File: src/rtl/sdram_sched_pkg.sv
// Shared types and defaults for the SDRAM port scheduler: ownership states,
// default bus widths and the all-lanes byte-enable pattern used by streaming.
package sdram_sched_pkg;

  localparam int DEF_ADDR_W   = 25;
  localparam int DEF_DATA_W   = 16;
  localparam int DEF_BUF_LOG2 = 11;
  localparam int DEF_MAX_OUT  = 8;

  localparam logic [1:0] AV_BE_ALL = 2'b11;

  typedef enum logic [1:0] {
    S_STREAM,
    S_DRAIN_S,
    S_WRITE,
    S_DRAIN_W
  } state_t;

  // Read data belongs to the prefetcher in both stream-side states.
  function automatic logic stream_owns_data(input state_t s);
    return (s == S_STREAM) || (s == S_DRAIN_S);
  endfunction

endpackage

File: src/rtl/sched_credit_ctr.sv
// Up/down counter: +1 on inc, -1 on dec, unchanged when both fire together.
// A decrement at zero is dropped and an increment at MAX is dropped.
module sched_credit_ctr #(
  parameter int W   = 4,
  parameter int MAX = 8
) (
  input  logic         clk,
  input  logic         rst_n,
  input  logic         inc_i,
  input  logic         dec_i,
  output logic [W-1:0] cnt_o
);

  localparam logic [W-1:0] MAX_CNT = W'(MAX);

  logic [W-1:0] cnt_q;
  logic [W-1:0] cnt_d;
  logic         dec_ok;

  always_comb begin
    cnt_d  = cnt_q;
    dec_ok = dec_i && (cnt_q != '0);
    if (inc_i && !dec_ok) begin
      if (cnt_q != MAX_CNT) cnt_d = cnt_q + 1'b1;
    end else if (dec_ok && !inc_i) begin
      cnt_d = cnt_q - 1'b1;
    end
  end

  // NOTE: sequential state uses non-blocking assignments so every register
  // samples the pre-edge values of its neighbours.
  always_ff @(posedge clk or negedge rst_n) begin
    if (!rst_n) cnt_q <= '0;
    else        cnt_q <= cnt_d;
  end

  assign cnt_o = cnt_q;

endmodule

File: src/rtl/sdram_port_scheduler.sv
// Shares the single SDRAM Avalon port between the JTAG write master and the
// credit-throttled stream prefetcher; ownership moves only once reads drain.
module sdram_port_scheduler
  import sdram_sched_pkg::*;
#(
  parameter int ADDR_W   = DEF_ADDR_W,
  parameter int DATA_W   = DEF_DATA_W,
  parameter int BUF_LOG2 = DEF_BUF_LOG2,
  parameter int MAX_OUT  = DEF_MAX_OUT
) (
  input  logic                M100CLK,
  input  logic                lock,
  input  logic                wr_sel,
  input  logic [ADDR_W-1:0]   stream_len,
  input  logic                wm_cs,
  input  logic                wm_read,
  input  logic                wm_write,
  input  logic [ADDR_W-1:0]   wm_addr,
  input  logic [1:0]          wm_be,
  input  logic [DATA_W-1:0]   wm_wdata,
  output logic                wm_waitreq,
  output logic [DATA_W-1:0]   wm_rdata,
  output logic                wm_rvalid,
  input  logic                rs_consume,
  output logic [DATA_W-1:0]   rs_rdata,
  output logic                rs_rvalid,
  output logic [BUF_LOG2:0]   rs_level,
  output logic                av_cs,
  output logic                av_read,
  output logic                av_write,
  output logic [ADDR_W-1:0]   av_addr,
  output logic [1:0]          av_be,
  output logic [DATA_W-1:0]   av_wdata,
  input  logic [DATA_W-1:0]   av_rdata,
  input  logic                av_rvalid,
  input  logic                av_waitreq,
  output logic                owner_wr
);

  localparam int OUT_W  = $clog2(MAX_OUT + 1);
  localparam int OUTX_W = OUT_W + 1;
  localparam int LVL_W  = BUF_LOG2 + 1;
  localparam int SUM_W  = LVL_W + 1;

  localparam logic [SUM_W-1:0]  CREDITS   = SUM_W'(2 ** BUF_LOG2);
  localparam logic [OUTX_W-1:0] MAX_OUT_V = OUTX_W'(MAX_OUT);

  state_t state_q, state_d;

  logic              av_read_q, av_read_d;
  logic [ADDR_W-1:0] av_addr_q, av_addr_d;
  logic [ADDR_W-1:0] str_addr_q, str_addr_d;

  logic [OUT_W-1:0]  str_out;
  logic [OUT_W-1:0]  wm_out;
  logic [LVL_W-1:0]  level;

  logic              stream_side;
  logic              str_accept;
  logic              wm_accept;
  logic              wm_cmd_pending;
  logic              len_active;
  logic [ADDR_W-1:0] issue_addr;
  logic [ADDR_W-1:0] inc_addr;
  logic              wrap_now;
  logic [SUM_W-1:0]  committed;
  logic [OUTX_W-1:0] in_flight;
  logic              issue;

  assign stream_side    = stream_owns_data(state_q);
  assign str_accept     = av_read_q && !av_waitreq;
  assign wm_accept      = (state_q == S_WRITE) && wm_cs && wm_read && !av_waitreq;
  assign wm_cmd_pending = wm_cs && (wm_read || wm_write);

  // Responses are only forwarded to a side that has a read outstanding.
  assign rs_rvalid = av_rvalid && stream_side && (str_out != '0);
  assign wm_rvalid = av_rvalid && !stream_side && (wm_out != '0);
  assign rs_rdata  = av_rdata;
  assign wm_rdata  = av_rdata;
  assign rs_level  = level;
  assign owner_wr  = (state_q == S_WRITE) || (state_q == S_DRAIN_W);

  // An address left beyond a shortened stream restarts from zero at once.
  assign len_active = (stream_len != '0);
  assign issue_addr = (len_active && (str_addr_q >= stream_len)) ? '0 : str_addr_q;
  assign inc_addr   = issue_addr + 1'b1;
  assign wrap_now   = len_active && (inc_addr == stream_len);

  // The presented-but-unaccepted read already holds a credit and a slot.
  assign committed = SUM_W'(level) + SUM_W'(str_out) + SUM_W'(av_read_q);
  assign in_flight = OUTX_W'(str_out) + OUTX_W'(av_read_q);
  assign issue     = (state_q == S_STREAM) && (!av_read_q || str_accept) &&
                     (committed < CREDITS) && (in_flight < MAX_OUT_V);

  always_comb begin
    av_read_d  = av_read_q;
    av_addr_d  = av_addr_q;
    str_addr_d = str_addr_q;
    if (issue) begin
      av_read_d  = 1'b1;
      av_addr_d  = issue_addr;
      str_addr_d = wrap_now ? '0 : inc_addr;
    end else if (str_accept) begin
      av_read_d  = 1'b0;
    end
  end

  always_comb begin
    state_d = state_q;
    unique case (state_q)
      S_STREAM:  if (wr_sel) state_d = S_DRAIN_S;
      // A read still waiting for acceptance must land before handing over.
      S_DRAIN_S: if ((str_out == '0) && !av_read_q) state_d = S_WRITE;
      S_WRITE:   if (!wr_sel && !wm_cmd_pending && (wm_out == '0)) state_d = S_DRAIN_W;
      S_DRAIN_W: if (wm_out == '0) state_d = S_STREAM;
      default:   state_d = S_STREAM;
    endcase
  end

  // NOTE: every combinational output gets its default first, so no branch
  // can leave a signal unassigned and infer a latch.
  always_comb begin
    av_cs      = av_read_q;
    av_read    = av_read_q;
    av_write   = 1'b0;
    av_addr    = av_addr_q;
    av_be      = AV_BE_ALL;
    av_wdata   = '0;
    wm_waitreq = 1'b1;
    if (state_q == S_WRITE) begin
      av_cs      = wm_cs;
      av_read    = wm_read;
      av_write   = wm_write;
      av_addr    = wm_addr;
      av_be      = wm_be;
      av_wdata   = wm_wdata;
      wm_waitreq = av_waitreq;
    end
  end

  always_ff @(posedge M100CLK or negedge lock) begin
    if (!lock) begin
      state_q    <= S_STREAM;
      av_read_q  <= 1'b0;
      av_addr_q  <= '0;
      str_addr_q <= '0;
    end else begin
      state_q    <= state_d;
      av_read_q  <= av_read_d;
      av_addr_q  <= av_addr_d;
      str_addr_q <= str_addr_d;
    end
  end

  sched_credit_ctr #(.W(OUT_W), .MAX(MAX_OUT)) u_str_out (
    .clk   (M100CLK),
    .rst_n (lock),
    .inc_i (str_accept),
    .dec_i (rs_rvalid),
    .cnt_o (str_out)
  );

  sched_credit_ctr #(.W(OUT_W), .MAX(MAX_OUT)) u_wm_out (
    .clk   (M100CLK),
    .rst_n (lock),
    .inc_i (wm_accept),
    .dec_i (wm_rvalid),
    .cnt_o (wm_out)
  );

  sched_credit_ctr #(.W(LVL_W), .MAX(2 ** BUF_LOG2)) u_level (
    .clk   (M100CLK),
    .rst_n (lock),
    .inc_i (rs_rvalid),
    .dec_i (rs_consume),
    .cnt_o (level)
  );

endmodule
File: config.mk
export PLATFORM = sky130hd
export DESIGN_NAME = sdram_port_scheduler
export DESIGN_NICKNAME = d
export VERILOG_FILES = /design/src/rtl/sdram_sched_pkg.sv /design/src/rtl/sched_credit_ctr.sv /design/src/rtl/sdram_port_scheduler.sv
export SDC_FILE = /design/constraint.sdc
export NUM_CORES = 1
export LEC_CHECK = 0
export ABC_CLOCK_PERIOD_IN_PS = 4800
export CORE_ASPECT_RATIO = 1.4
export CORE_MARGIN = 1.5
export CORE_UTILIZATION = 45
export CTS_BUF_LIST = sky130_fd_sc_hd__clkbuf_8 sky130_fd_sc_hd__clkbuf_16
export CTS_CLUSTER_SIZE = 12
export DETAILED_ROUTE_END_ITERATION = 16
export PLACE_DENSITY_LB_ADDON = 0.25
export SYNTH_ARGS = -nofsm -noshare
export SYNTH_HDL_FRONTEND = slang
export SYNTH_SLANG_ARGS = --single-unit
File: constraint.sdc
create_clock -name M100CLK -period 4.8 [get_ports M100CLK]
set_input_delay 0.96 -clock M100CLK [delete_from_list [all_inputs] [get_ports M100CLK]]
set_output_delay 0.96 -clock M100CLK [all_outputs]
set_load 0.1 [all_outputs]
After elaboration in Yosys (flattened, before gate mapping):

Cells that the tools add are included.

* output and inout port bits: 94
* flip-flop bits (word level): 73
* bits of input ports: 93

* multiplexer cells: 25
* add/sub/neg operators: 10
* reduce and logical (&&, ||, !) cells: 56
* magnitude comparators: 3
* equal/unequal tests: 14

Operator list (count)
* 2-to-1 mux 25 bit: 3
* 2-to-1 mux 12 bit: 3
* logical AND 1 bit: 26
* adder 25 x 1 -> 25 bit (second input constant): 1
* equality test 25 bit: 1
* >= comparator 25 bit: 1
* nonzero test 25 bit: 1
* 2-to-1 mux 4 bit: 6
* 2-to-1 mux 16 bit: 1
* adder 12 x 4 -> 13 bit: 1
* adder 13 x 1 -> 13 bit: 1
* < comparator 13 x 12 -> 1 bit (second input constant): 1
* adder 12 x 1 -> 12 bit (second input constant): 1
* != test 12 bit (second input constant): 1
* nonzero test 12 bit: 1
* subtractor 12 x 1 -> 12 bit (second input constant): 1
* logical NOT 1 bit: 11
* 2-to-1 mux 2 bit: 5
* adder 4 x 1 -> 4 bit (second input constant): 2
* logical NOT 4 bit: 2
* != test 2 bit (second input constant): 4
* != test 4 bit (second input constant): 2
* case mux 2 bit (4 select lines): 1
* nonzero test 2 bit: 4
* 12 further kinds: 27

Depth between registers and ports, before layout:

Gate-level depths: netlist of run 1.

* depth after elaboration: 10
* mapped depth: 25
* depth with buffers taken out: 19

Cells and area by module:

From an unflattened synthesis of run 1, not the netlist that was laid out.

* cell total of the unflattened synthesis: 848
* area, all modules: 6993.0 um2

Modules (own cells, without submodules)
* sdram_port_scheduler: area each 5282.6 um2, times used 1, cells an instance 670
* sched_credit_ctr (u_level): area each 982.2 um2, times used 1, cells an instance 96
* sched_credit_ctr (u_str_out ...): area each 364.1 um2, times used 2, cells an instance 41

Least setup slack after synthesis of run 1:

No wires, ideal clock.

* path type: input-to-reg
* start point: in stream_len[10]
* end point: reg str_addr_q[7]
* path slack: -0.932 ns
* library setup time: 0.124 ns
* buffers on the path: 4
* data arrival time: 5.608 ns
* stages: 22
* required time: 4.676 ns
* cell sequence: inv_1 > ha_1 > a21oi_1 > o21ai_0 > o41a_1 > o21ai_0 > clkbuf_1 > and2_1 > ha_1 > buf_2 > nand4_2 > nor4_4 > a21boi_1 > o21a_1 > a2111o_1 > o31ai_1 > o221ai_1 > o41ai_2 > buf_4 > buf_6 > nor2_1 > a211o_1

* cells in the longest elaborated chain, start to end: 7

RTL lines
* start, declared: line sdram_port_scheduler.sv:14 `input logic [ADDR_W-1:0] stream_len,`
* >= comparator 25 bit / nonzero test 25 bit (equally long branches): line sdram_port_scheduler.sv:85, sdram_port_scheduler.sv:84
* logical AND 1 bit *: line sdram_port_scheduler.sv:85 `assign issue_addr = (len_active && (str_addr_q >= stream_len)) ? '0 : str_addr_q;`
* 2-to-1 mux 25 bit *: line sdram_port_scheduler.sv:85
* named net issue_addr[1]: line sdram_port_scheduler.sv:63 `logic [ADDR_W-1:0] issue_addr;`
* adder 25 x 1 -> 25 bit *: line sdram_port_scheduler.sv:86 `assign inc_addr = issue_addr + 1'b1;`
* equality test 25 bit: line sdram_port_scheduler.sv:87 `assign wrap_now = len_active && (inc_addr == stream_len);`
* logical AND 1 bit: line sdram_port_scheduler.sv:87
* 2-to-1 mux 25 bit *: line sdram_port_scheduler.sv:102 `str_addr_d = wrap_now ? '0 : inc_addr;`
* end signal, assigned: line sdram_port_scheduler.sv:151 `str_addr_q <= str_addr_d;`
* end, declared: line sdram_port_scheduler.sv:52 `logic [ADDR_W-1:0] str_addr_q, str_addr_d;`

The timed path passes the listed nets; every way through them passes the cells marked *.
A chain may end at the register's enable or synchronous reset.

Worst setup path in the final report of run 1:

* start point: in stream_len[15]
* end point: reg str_addr_q[16]

The elaborated chain is that of the path after synthesis.

==> results of run 1 <==
[repair_timing]
| item | CTS | global route |
|---|---|---|
| gates resized for setup | 159 | 62 |
| cloned | 4 | 0 |
| setup endpoints to repair | 25 | 25 |
| buffers inserted | 24 | 11 |
| endpoints found under the hold margin | 0 | 0 |
| pin swaps | 53 | 41 |
[layout make-up]
| class | count | area (um^2) |
|---|---|---|
| clock buffers | 10 | 239 |
| clock inverters | 3 | 20.0 |
| fillers | 1100 | 4490 |
| inverters | 37 | 186 |
| multi-input cells | 600 | 4950 |
| flip-flops and latches | 73 | 1830 |
| well taps | 189 | 236 |
| repair buffers | 283 | 2440 |
[cell usage in the layout, fill, tap and decap left out, types with 5 or more instances in the layout]
master | synthesis | layout
a21o_1 | 5 | 5
a21oi_1 | 47 | 34
a21oi_2 | 0 | 9
a22o_1 | 18 | 18
and2_1 | 21 | 20
and3_1 | 5 | 5
and4_1 | 6 | 5
buf_12 | 0 | 6
buf_2 | 12 | 8
buf_4 | 36 | 178
buf_6 | 1 | 18
clkbuf_16 | 0 | 9
clkdlybuf4s50_1 | 0 | 62
dfrtp_1 | 73 | 73
ha_1 | 48 | 22
ha_4 | 0 | 23
inv_1 | 37 | 15
inv_2 | 0 | 12
inv_4 | 0 | 6
mux2_2 | 32 | 32
nand2_1 | 89 | 83
nand2b_1 | 9 | 8
nand3_1 | 39 | 37
nand4_1 | 14 | 14
nor2_1 | 43 | 37
nor2_4 | 0 | 5
nor3_1 | 27 | 24
nor4_1 | 14 | 10
nor4_4 | 2 | 7
o21a_1 | 6 | 5
o21ai_0 | 35 | 21
o21ai_1 | 4 | 9
o21ai_2 | 0 | 9
o31ai_1 | 15 | 11
xnor2_1 | 28 | 24
xor2_1 | 14 | 13
[state kept, by name, summed over array words and instances (netlist names)]
register / flops
av_addr_q: 25
av_read_q: 1
state_q: 2
str_addr_q: 25
u_level.cnt_o: 12
u_str_out.cnt_o: 4
u_wm_out.cnt_o: 4
[final timing paths]
kind / startpoint / to / slack [ns]
min: av_addr_q[11] / av_addr_q[11] / 0.46
max in group asynchronous: lock / av_addr_q[11] / 3.40
max: stream_len[15] / str_addr_q[16] / -0.35
min reg2reg: av_addr_q[11] / av_addr_q[11] / 0.46
max reg2reg: str_addr_q[0] / str_addr_q[16] / -0.11
min in group asynchronous: lock / u_level.cnt_o[2] / 0.74
[synthesized netlist by cell type (all sizes together) (9+ instances only)]
cell / count / area (um^2)
a21oi: 47 / 235
a22o: 18 / 158
and2: 21 / 131
buf: 51 / 349
clkbuf: 24 / 90.1
dfrtp: 73 / 1830
ha: 48 / 601
inv: 37 / 139
mux2: 32 / 360
nand2: 89 / 334
nand2b: 9 / 56.3
nand3: 39 / 195
nand4: 17 / 134
nor2: 44 / 168
nor3: 28 / 151
nor4: 18 / 155
o21ai: 39 / 195
o31ai: 15 / 113
xnor2: 28 / 245
xor2: 14 / 123
[routing by layer]
layer / global-route usage [%] / vias to the layer above / wire [um]
met5: 0 / - / 0
met4: 17.1 / 0 / 1360
met3: 5.73 / 95 / 1910
met2: 49.2 / 400 / 11200
met1: 33.9 / 3261 / 8360
li1: - / 3215 / -
[cell families (layout without fill, tap and decap cells)]
| logic type | after synthesis | in the layout | synth area share [%] |
|---|---|---|---|
| AOI/OAI and AO/OA | 173 | 173 | 17.4 |
| xor gates and xnor gates | 45 | 45 | 6.62 |
| adders and majority gates | 51 | 51 | 10.1 |
| buffers and inverters | 112 | 333 | 8.80 |
| DFF | 73 | 73 | 27.8 |
| muxes | 35 | 35 | 5.94 |
| and+or+nand+nor | 294 | 296 | 23.4 |
[power by group]
| part | switching, mW | internal [mW] |
|---|---|---|
| clock network | 0.248 | 0.354 |
| logic | 2.31 | 1.06 |
| registers | 0.176 | 0.753 |
| total | 2.73 | 2.17 |
[worst max-delay path, delay by kind of cell]
family | cells | cell delay [ns]
AOI/OAI and AO/OA | 6 | 1.17
and+or+nand+nor | 7 | 1.91
xor gates and xnor gates | 1 | 0.28
buffers and inverters | 5 | 0.85
adders and majority gates | 1 | 0.18
[metrics by stage]
step           std cells  utilization [%]  TNS (ns)
2_1_floorplan        783                -     -3.03
3_3_place_gp        1145             61.2    -25.55
3_5_place_dp        1145             61.2    -26.75
4_1_cts             1186             67.2     -5.32
5_1_grt             1195             68.8     -9.59
6_report            1195             68.8     -6.91
==> flow_metrics.tcl, run 1 <==
set metrics [dict create \
    cp_max_fo 5 \
    track_usage_pct 29.1 \
    synth_edf_count 0 \
    grt_pass1_vias 6901 \
    ys_types 70 \
    drtPass1Iterations 6 \
    num_rows 52 \
    overflow 0 \
    postCtsHoldBufs 0 \
    critPathKind "in -> reg" \
    critPathSlowestCell "nor4_1" \
    ys_warn_count 0 \
    vias_per_cell 5.83 \
    arrival_ns 5.36 \
    drc 0 \
    drtIter0Drc 613 \
    numCtsBuffers 9 \
    synth_seq_area_share_pct 27.8 \
    diodes 0 \
    setup_viol 25 \
    crit_path_end_kind "flip-flop" \
    rsz0062_at_grt "yes" \
    hold_viol_final 0 \
    hold_class "reg -> reg" \
    syn_to_final_growth_pct 50.5 \
    clock-root-buffer "clkbuf_16" \
    ir_worst_vdd_uv 492 \
    die_w_um 105 \
    setup_ws_ns -0.352 \
    die_h_um 146 \
    dp_hpwl_mm 16.2 \
    antenna_found_initial 0 \
    worst_pin_slew_ns 0.967 \
    reg2reg_depth 22 \
    grt_max_degree 74 \
    finalCriticalPeriod_ns 5.15 \
    cp.required_ns 5.01 \
    ys_ff_latch 73 \
    status "finished, violations left" \
    hold_ws_ns 0.464 \
    drive_gt1_share_pct 39.6 \
    finalWirelength_mm 22.8 \
    min_path_cells 2 \
    design_area_um2 9890 \
    clk_latency_ns 0.33 \
    wl_per_cell_um 19.1 \
    start_util_pct 45.7 \
    critPathMaxStageDelay_ns 0.43 \
    place_congestion 0.961 \
    fmax_mhz 194 \
    p_per_area_nw_per_um2 495 \
    portBuffers 138 \
    cts.sinks 73 \
    p_leak_nw 4.39 \
    layout.nets 1148 \
    vias 6971 \
    clk_pin_slew_ns 0.05 \
    ant_nets 0 \
    place_ws_ns -1.17 \
    syn_area_um2 6570 \
    finalCritPeriodShare_pct 107 \
    coreArea_um2 14400 \
    cap_viol_max_count 0 \
    path_cells "dlygate4sd2_1 > buf_4 > nor4_1 > nand4_1 > o21a_4 > nor2_4 > ha_4 > and4_4 > nand3_4 > nor3_4 > xnor3_1 > or3_4 > a21oi_4 > o221ai_2 > o41ai_2 > buf_4 > buf_12 > buf_12 > o21ai_2 > a22o_1" \
    violations "negative setup slack" \
    postSynth.asyncResetShare_pct 100 \
    cp-start-kind "input port" \
    h-tree-depth 3 \
    grt_first_pass_wirelength_mm 35.4 \
    dpl_cell_area_um2 8800 \
    synthesis.nets 927 \
    ys.flop_type "dfrtp_1" \
    dieArea_um2 15300 \
    power_mw 4.90 \
    cts_tree "done" \
    worst_clock_skew_ns 0.0102 \
    synth.avg_cell_area_um2 8.39 \
    clockBufferDepth 2 \
    syn_inst 783 \
    num_io_pins 187 \
    max_slew_margin_pct 35.3 \
    report.final.slew_viol_count 0 \
]
Note: power is estimated with default switching activity, not from simulation.
==> run 2, diff against run 1 <==
Settings changed: ABC_CLOCK_PERIOD_IN_PS 4800 to 5900, CTS_BUF_LIST sky130_fd_sc_hd__clkbuf_8 sky130_fd_sc_hd__clkbuf_16 to sky130_fd_sc_hd__clkbuf_8.
Clock period 4.8 ns to 5.9 ns, I/O delays scaled along.
==> run 2 against run 1 <==
Net effect: the flow now finishes without violations; largest power group unchanged; sequential share of layout area rose by 1.6 points; highest routed layer unchanged; power shrank 21%; via count is 6.4% lower; combinational power decreased by 20%.
==> flow_metrics.tcl, run 2 (synthesis gave the netlist of run 1 again) <==
set metrics [dict create \
    clk_pin_slew_ns 0.08 \
    cts_tree "done" \
    cp-start-kind "input port" \
    portBuffers 138 \
    hold_ws_ns 0.469 \
    crit_path_end_kind "flip-flop" \
    grt_max_degree 74 \
    drtPass1Iterations 7 \
    syn_to_final_growth_pct 38.6 \
    fmax_mhz 172 \
    wl_per_cell_um 17.7 \
    numCtsBuffers 9 \
    hold_start "av_addr_q[11]" \
    p_per_area_nw_per_um2 427 \
    report.final.slew_viol_count 0 \
    hold_viol_final 0 \
    place_congestion 1.06 \
    status "complete, no violations" \
    p_leak_nw 4.04 \
    worst_clock_skew_ns 0.0185 \
    postCtsHoldBufs 0 \
    finalCriticalPeriod_ns 5.80 \
    fill_cells 1276 \
    layout.nets 1098 \
    cts.sinks 73 \
    finalCritPeriodShare_pct 98.4 \
    clk_latency_ns 0.36 \
    num_io_pins 187 \
    vias_per_cell 5.68 \
    diodes 0 \
    layout_common_cells "128 x clkdlybuf4s50_1, 94 x buf_4, 89 x nand2_1" \
    die_h_um 146 \
    grt_pass1_vias 6248 \
    design_area_um2 9110 \
    dp_hpwl_mm 15.5 \
    h-tree-depth 3 \
    antenna_found_initial 0 \
    cp_max_fo 9 \
    drc 0 \
    final_common_cell "clkdlybuf4s50_1" \
    clockBufferDepth 2 \
    num_rows 52 \
    crit_start "stream_len[9]" \
    multi_input_area_um2 4510 \
    ir_worst_vdd_uv 510 \
    track_usage_pct 26.6 \
    cap_viol_max_count 0 \
    arrival_ns 6.04 \
    max_slew_margin_pct 19.6 \
    die_w_um 105 \
    r2r_start "str_addr_q[0]" \
    start_util_pct 45.7 \
    hold_class "reg -> reg" \
    setup_viol 0 \
    ant_nets 0 \
    clock-root-buffer "clkbuf_8" \
    drive_gt1_share_pct 22.2 \
    cp.required_ns 6.14 \
    critPathKind "in -> reg" \
    seq_area_um2 1830 \
    coreArea_um2 14400 \
    dieArea_um2 15300 \
    overflow 0 \
    worst_pin_slew_ns 1.21 \
    finalWirelength_mm 20.3 \
    dpl_cell_area_um2 8510 \
    vias 6525 \
    grt_first_pass_wirelength_mm 32.4 \
    drtIter0Drc 433 \
]
-- run 2: cell count changes in the layout (fill, tap and decap cells not counted), moves of 8 or more --
cell / delta
ha_1: +14
ha_4: -12
inv_1: +16
clkbuf_16: -9
buf_4: -84
o21ai_0: +8
buf_6: -18
dlymetal6s2s_1: +9
clkdlybuf4s50_1: +66
clkbuf_8: +8
buf_2: -8
-- run 2: repair_timing --
item,CTS,global route
endpoints found under the setup margin,19,25
pin swaps,1,28
setup buffers,0,5
gates resized for setup,4,63
-- run 2: final cells by class --
| cell class | instances | share of cell area, % |
|---|---|---|
| multi-input cells | 598 | 49.5 |
| clock buffers | 9 | 1.36 |
| repair buffers | 235 | 23.9 |
| well taps | 189 | 2.60 |
| flip-flops and latches | 73 | 20.1 |
| clock inverters | 7 | 1.04 |
| inverters | 37 | 1.52 |
-- run 2: report_power, final --
part	total [mW]	switching, mW	internal (mW)
Clock	0.440	0.202	0.238
Combinational	2.68	1.82	0.858
Sequential	0.770	0.160	0.611
Total	3.89	2.18	1.71
-- run 2: worst paths after layout --
| check | slack (ns) | endpoint | cells past startpoint |
|---|---|---|---|
| min in group asynchronous | 0.95 | u_level.cnt_o[5] | 1 |
| min | 0.47 | av_addr_q[11] | 2 |
| max | 0.1 | str_addr_q[21] | 23 |
| max in group asynchronous | 4.33 | av_addr_q[21] | 1 |
| max reg2reg | 0.68 | str_addr_q[21] | 23 |
| min reg2reg | 0.47 | av_addr_q[11] | 2 |
-- run 2: worst max-delay path, stage by stage --
cell and delay, ns:
clkdlybuf4s50_1 0.48, inv_1 0.06, ha_1 0.20, a21oi_2 0.14, o21ai_2 0.08, o41a_1 0.50, o21a_1 0.26, nor2_4 0.15
ha_4 0.17, nand4_4 0.12, buf_12 0.17, buf_4 0.13, nor4_4 0.34, xnor2_2 0.14, a22oi_1 0.21, nand3_1 0.16
a2111oi_4 0.28, o211ai_1 0.19, o41ai_2 0.37, buf_4 0.21, buf_12 0.12, o21ai_0 0.10, a22o_1 0.25
-- run 2: layer usage --
| layer | wire (um) | up-vias | track usage [%] | share of wire, % |
|---|---|---|---|---|
| met4 | 941 | 0 | 11.9 | 4.6 |
| met3 | 1120 | 63 | 3.45 | 5.5 |
| met5 | 0 | - | 0 | 0 |
| met2 | 10200 | 264 | 45.4 | 50 |
| met1 | 8040 | 3067 | 33.3 | 40 |
| li1 | - | 3131 | - | - |
-- run 2: metrics by stage --
step	setup slack [ns]	utilization, %	std cells	setup TNS [ns]	total power [mW]
global route	-0.0635	63.3	1148	-0.295	4.11
finish	0.0968	63.3	1148	0	3.89
global placement	-0.490	59.2	1127	-9.85	3.39
floorplan	0.0183	-	783	0	2.87
detailed placement	-0.610	59.2	1127	-12.61	3.43
CTS	0.00598	60.9	1143	0	3.88
